`src/rtl/ps2_host_tx.sv`:
```
// PS/2 host-to-device transmitter: inhibits the bus, issues request-to-send, then shifts out one
// command byte on device clock falling edges and samples the device acknowledge.
module ps2_host_tx #(
  parameter int INHIBIT_CYCLES = 2000,
  parameter int TIMEOUT_CYCLES = 40000,
  parameter int FILTER_LEN     = 8
) (
  input  logic       clk,
  input  logic       reset,
  input  logic       tx_valid,
  input  logic [7:0] tx_data,
  output logic       tx_ready,
  input  logic       ps2_clk_in,
  input  logic       ps2_data_in,
  output logic       ps2_clk_drive_low,
  output logic       ps2_data_drive_low,
  output logic       done,
  output logic       nack,
  output logic       timeout
);

  localparam int CNT_MAX = (INHIBIT_CYCLES > TIMEOUT_CYCLES) ? INHIBIT_CYCLES : TIMEOUT_CYCLES;
  localparam int CNT_W   = $clog2(CNT_MAX + 1);
  localparam int FLT_W   = $clog2(FILTER_LEN + 1);

  localparam logic [CNT_W-1:0] INHIBIT_LAST = CNT_W'(INHIBIT_CYCLES - 1);
  localparam logic [CNT_W-1:0] TIMEOUT_LAST = CNT_W'(TIMEOUT_CYCLES - 1);
  localparam logic [FLT_W-1:0] FILT_LAST    = FLT_W'(FILTER_LEN - 1);

  localparam logic [2:0] IDLE      = 3'd0;
  localparam logic [2:0] INHIBIT   = 3'd1;
  localparam logic [2:0] START     = 3'd2;
  localparam logic [2:0] SEND      = 3'd3;
  localparam logic [2:0] ACK       = 3'd4;
  localparam logic [2:0] WAIT_IDLE = 3'd5;

  logic [1:0]       clk_sync_r;
  logic [1:0]       data_sync_r;
  logic             clk_s;
  logic             data_s;
  logic             filt_clk_r;
  logic             filt_prev_r;
  logic [FLT_W-1:0] filt_cnt_r;
  logic             fall_s;

  logic [2:0]       state_r;
  logic [CNT_W-1:0] cnt_r;
  logic [3:0]       bit_idx_r;
  logic [7:0]       data_r;
  logic             bit_s;
  logic             tx_ready_r;
  logic             clk_low_r;
  logic             data_low_r;
  logic             done_r;
  logic             nack_r;
  logic             timeout_r;

  function automatic logic odd_parity(input logic [7:0] d);
    return ~^d;
  endfunction

  assign clk_s  = clk_sync_r[1];
  assign data_s = data_sync_r[1];
  assign fall_s = filt_prev_r & ~filt_clk_r;

  // Two-stage synchronizers for both raw PS/2 lines.
  always_ff @(posedge clk or posedge reset) begin
    if (reset) begin
      clk_sync_r  <= 2'b00;
      data_sync_r <= 2'b00;
    end else begin
      clk_sync_r  <= {clk_sync_r[0], ps2_clk_in};
      data_sync_r <= {data_sync_r[0], ps2_data_in};
    end
  end

  // Clock filter: accept a new level only after FILTER_LEN consecutive differing samples.
  always_ff @(posedge clk or posedge reset) begin
    if (reset) begin
      filt_clk_r  <= 1'b1;
      filt_prev_r <= 1'b1;
      filt_cnt_r  <= '0;
    end else begin
      filt_prev_r <= filt_clk_r;
      if (clk_s != filt_clk_r) begin
        if (filt_cnt_r == FILT_LAST) begin
          filt_clk_r <= clk_s;
          filt_cnt_r <= '0;
        end else begin
          filt_cnt_r <= filt_cnt_r + FLT_W'(1);
        end
      end else begin
        filt_cnt_r <= '0;
      end
    end
  end

  // Frame bit for the current index: D0..D7, odd parity, then stop.
  always_comb begin
    bit_s = 1'b1;
    case (bit_idx_r)
      4'd0, 4'd1, 4'd2, 4'd3,
      4'd4, 4'd5, 4'd6, 4'd7: bit_s = data_r[bit_idx_r[2:0]];
      4'd8:                   bit_s = odd_parity(data_r);
      default:                bit_s = 1'b1;
    endcase
  end

  // Transfer sequencer; any expiry of cnt_r while waiting on the device aborts the transfer.
  always_ff @(posedge clk or posedge reset) begin
    if (reset) begin
      state_r    <= IDLE;
      cnt_r      <= '0;
      bit_idx_r  <= 4'd0;
      data_r     <= 8'd0;
      tx_ready_r <= 1'b1;
      clk_low_r  <= 1'b0;
      data_low_r <= 1'b0;
      done_r     <= 1'b0;
      nack_r     <= 1'b0;
      timeout_r  <= 1'b0;
    end else begin
      done_r <= 1'b0;
      case (state_r)
        IDLE: begin
          clk_low_r  <= 1'b0;
          data_low_r <= 1'b0;
          if (tx_valid && tx_ready_r) begin
            data_r     <= tx_data;
            nack_r     <= 1'b0;
            timeout_r  <= 1'b0;
            tx_ready_r <= 1'b0;
            clk_low_r  <= 1'b1;
            cnt_r      <= '0;
            state_r    <= INHIBIT;
          end else begin
            tx_ready_r <= 1'b1;
          end
        end
        INHIBIT: begin
          if (cnt_r == INHIBIT_LAST) begin
            data_low_r <= 1'b1;
            cnt_r      <= '0;
            state_r    <= START;
          end else begin
            cnt_r <= cnt_r + CNT_W'(1);
          end
        end
        START: begin
          clk_low_r <= 1'b0;
          bit_idx_r <= 4'd0;
          cnt_r     <= '0;
          state_r   <= SEND;
        end
        SEND, ACK: begin
          if (fall_s) begin
            cnt_r <= '0;
            if (state_r == ACK) begin
              nack_r  <= data_s;
              state_r <= WAIT_IDLE;
            end else begin
              data_low_r <= ~bit_s;
              bit_idx_r  <= bit_idx_r + 4'd1;
              if (bit_idx_r == 4'd9) begin
                state_r <= ACK;
              end else begin
                state_r <= SEND;
              end
            end
          end else if (cnt_r == TIMEOUT_LAST) begin
            clk_low_r  <= 1'b0;
            data_low_r <= 1'b0;
            timeout_r  <= 1'b1;
            done_r     <= 1'b1;
            state_r    <= IDLE;
          end else begin
            cnt_r <= cnt_r + CNT_W'(1);
          end
        end
        WAIT_IDLE: begin
          if (filt_clk_r && data_s) begin
            done_r  <= 1'b1;
            state_r <= IDLE;
          end else if (cnt_r == TIMEOUT_LAST) begin
            timeout_r <= 1'b1;
            done_r    <= 1'b1;
            state_r   <= IDLE;
          end else begin
            cnt_r <= cnt_r + CNT_W'(1);
          end
        end
        default: begin
          clk_low_r  <= 1'b0;
          data_low_r <= 1'b0;
          state_r    <= IDLE;
        end
      endcase
    end
  end

  assign tx_ready           = tx_ready_r;
  assign ps2_clk_drive_low  = clk_low_r;
  assign ps2_data_drive_low = data_low_r;
  assign done               = done_r;
  assign nack               = nack_r;
  assign timeout            = timeout_r;

endmodule

```
`config.mk`:
```
export PLATFORM = sky130hd
export DESIGN_NAME = ps2_host_tx
export DESIGN_NICKNAME = d
export VERILOG_FILES = /design/src/rtl/ps2_host_tx.sv
export SDC_FILE = /design/constraint.sdc
export NUM_CORES = 1
export LEC_CHECK = 0
export ABC_AREA = 1
export BUFFER_PORTS_ARGS = -buffer_cell sky130_fd_sc_hd__buf_2
export CAP_MARGIN = 10
export CORE_ASPECT_RATIO = 0.7
export CORE_MARGIN = 3
export CORE_UTILIZATION = 40
export DETAILED_ROUTE_END_ITERATION = 8
export SLEW_MARGIN = 0
export SYNTH_ARGS = -nofsm -noshare
export SYNTH_HDL_FRONTEND = slang
export SYNTH_SLANG_ARGS = --single-unit
```
`constraint.sdc`:
```
create_clock -name clk -period 4.8 [get_ports clk]
set_clock_uncertainty 0.1 [all_clocks]
set_input_delay 0.72 -clock clk [delete_from_list [all_inputs] [get_ports clk]]
set_output_delay 0.72 -clock clk [all_outputs]
set_load 0.01 [all_outputs]
```
==> metrics.cfg <==
[sta]
tightest_slew_ns=0.963
period_needed_ns=1.98
finalHoldViolations=0
fmaxAchievable_ghz=0.505
slew_headroom_pct=35.7
rsz0062_at_grt=no
fin_hold_ws_ns=0.253
post-route-period-util_pct=41.3
finalMaxSlewViolations=0
tns_ns=0
setup_violations=0

[floorplanning]
dieArea_mm2=0.00839
core_mm2=0.00691
initial_core_util_pct=42.3
die_w_um=108
die_y_um=77.6
row_count=25
io_pins=19

[cells_and_area]
area_delta_synth_final_pct=9.88
drive_gt1_share_pct=11.6
layoutNonFillerInstCount=535
finalCoreUtilization_pct=46.5
final_nets=459
antennaDiodeCount=0

[outcome]
status=finished clean

[logic_synthesis]
synth_nets=440
synth-edff-count=0
avgSynthCellArea_um2=6.95
yosysWarnings=0
synth_seq_cells=47
ys_seq_area_share_pct=40.3
ys_types=34
synth_flop_cell=dfrtp_1
syn_area_mm2=0.00293
synthesis.instances=421
synthArstFlopShare_pct=100

[critical_path]
crit_slowest_cell=dfrtp_1
crit_chain=nor2_2 -> nand2_1 -> nand2_2 -> nand2_2 -> nand2_2 -> nand2_1 -> nand2_2 -> nand2_2 -> a22oi_2
critPathKind=flip-flop to flip-flop
max_stage_delay_ns=0.48
required_ns=4.93
start_kind=flip-flop
end_kind=flip-flop
arrival_ns=2.11
cpMostUsedCell=nand2_2
crit_path_max_fanout=12

[cts]
clk_latency_ns=0.30
tritoncts=yes
cts_setup_buffers=0
htreeDepth=2
cts_root_buf=clkbuf_8
cts.sinks=47
cts_buffers=5
cts_resized=0
cts-hold-fix-buffers=0
cts_max_path_buffers=2
clk_pin_slew_ns=0.09

[routing]
wl_per_cell_um=12.3
drcViolationCount=0
detail-route-antenna-nets=0
drtIter0Drc=243
routed_via_density=5.00
vias=2676
wirelength_um=6570
drt-pass1-iter-count=5

[grt]
antenna_found_initial=0
grt_usage_pct=17.1
grt_pass1_vias=2517
grt_pass1_wl_um=11600
overflow=0
grt_max_degree=48

[place]
placed_cells=527
gp_congestion=0.931
place_hpwl_um=4950
port-buffer-count=18

[min_path]
min_path_type=flip-flop to flip-flop

[pwr]
power_mw=1.57
power_leakage_nw=1.63
powerDensity_mw_per_mm2=489
ir_drop_mv=0.170

[run]
maxCapViolations=0

==> per-layer routing <==
layer / wire [µm] / part of all wire (%) / GRT usage, % / up-vias
met2: 2550 / 39 / 23.3 / 73
met1: 3630 / 55 / 27.0 / 1217
li1: - / - / - / 1370
met4: 108 / 1.6 / 4.92 / 0
met3: 282 / 4.3 / 3.33 / 16
met5: 0 / 0 / 0 / -
==> worst max-delay path: cells and delay by family (launching register included) <==
kind             cells  cell delay [ns]
AND/OR/NAND/NOR      8             1.16
AO/OA/AOI/OAI        1             0.18
flip-flops           1             0.48
==> Yosys cell counts (4+ instances only) <==
| master | number | area (µm²) |
|---|---|---|
| o21ai_0 | 21 | 105 |
| o211ai_1 | 4 | 30.0 |
| inv_2 | 4 | 15.0 |
| nand2_2 | 7 | 43.8 |
| xor2_1 | 9 | 78.8 |
| dfrtp_1 | 44 | 1100 |
| nand3_1 | 31 | 155 |
| o21ai_1 | 9 | 45.0 |
| inv_1 | 50 | 188 |
| nor3_1 | 5 | 25.0 |
| a21oi_1 | 6 | 30.0 |
| nand2_1 | 151 | 567 |
| nor2_2 | 5 | 31.3 |
| nand4_1 | 5 | 31.3 |
| ha_1 | 6 | 75.1 |
| nor2_1 | 35 | 131 |
==> through the flow <==
stage	cell area [µm²]	setup WS, ns
2_1_floorplan	2930	2.87
3_3_place_gp	3100	2.76
3_5_place_dp	3100	2.74
4_1_cts	3210	2.82
5_1_grt	3210	2.64
6_report	3210	2.82
==> report_power, final <==
part	total (mW)	leakage [nW]	switching, mW	internal, mW
clock	0.304	0.0612	0.136	0.169
combinational	0.683	0.962	0.468	0.215
sequential	0.583	0.611	0.0895	0.494
total	1.57	1.63	0.693	0.878
==> cells in the final DEF (no fill, tap or decap) <==
cell,count
nor2_2,5
clkinv_1,1
bufinv_16,1
nand3_1,31
nor3b_1,2
a21oi_1,6
o211ai_1,4
a21boi_0,1
o22ai_1,2
and2_1,1
nand2_1,151
dfstp_2,3
nand2_2,7
o31ai_1,3
nand3b_1,2
buf_2,18
a22oi_2,1
a31oi_1,1
dfrtp_1,44
xor2_1,9
a22oi_1,1
nor3_1,5
ha_1,6
o21ai_1,9
clkinv_2,1
nor2_1,35
o21ai_0,21
mux2_2,1
o21ai_2,1
clkbuf_8,6
nand3_2,2
xnor2_1,1
nand4_1,5
inv_2,5
inv_1,49
==> sequential cells by signal, indices dropped and copies added, names as in the netlist <==
signal and flops:
ps2_clk_drive_low 1, ps2_data_drive_low 1, nack 1, data_sync_r 2
tx_ready 1, filt_prev_r 1, bit_idx_r 4, timeout 1
cnt_r 16, data_r 8, clk_sync_r 2, filt_cnt_r 4
state_r 3, filt_clk_r 1, done 1
==> path summary, 6_finish.rpt <==
kind / from / endpoint / slack (ns) / cells after the start
setup / recovery: state_r[0] / cnt_r[0] / 2.82 / 9
hold / removal: data_sync_r[0] / data_sync_r[1] / 0.25 / 0
setup reg to reg: state_r[0] / cnt_r[0] / 2.82 / 9
hold reg to reg: data_sync_r[0] / data_sync_r[1] / 0.25 / 0
max in group asynchronous: reset / data_r[3] / 3.46 / 2
min in group asynchronous: reset / state_r[2] / 0.53 / 2
==> area by class of cell <==
class                           instances  area (µm²)
Fill cell                             695        3700
Multi-Input combinational cell        313        1500
Sequential cell                        47        1180
Inverter                               55         206
Tap cell                               94         118
Timing Repair Buffer                   18        90.1
Clock buffer                            6        82.6
Clock inverter                          2        35.0
==> cells by family (layout without fill, tap and decap cells) <==
family	count (synthesis)	after routing	synth area share, %
AO/OA/AOI/OAI	50	50	9.84
XOR/XNOR	10	10	2.99
adder cells (fa/ha/maj)	6	6	2.57
multiplexers	1	1	0.385
buffers and inverters	61	81	8.30
AND/OR/NAND/NOR	246	246	35.6
flip-flops	47	47	40.3
No activity file was read; power rests on OpenSTA's default activity.
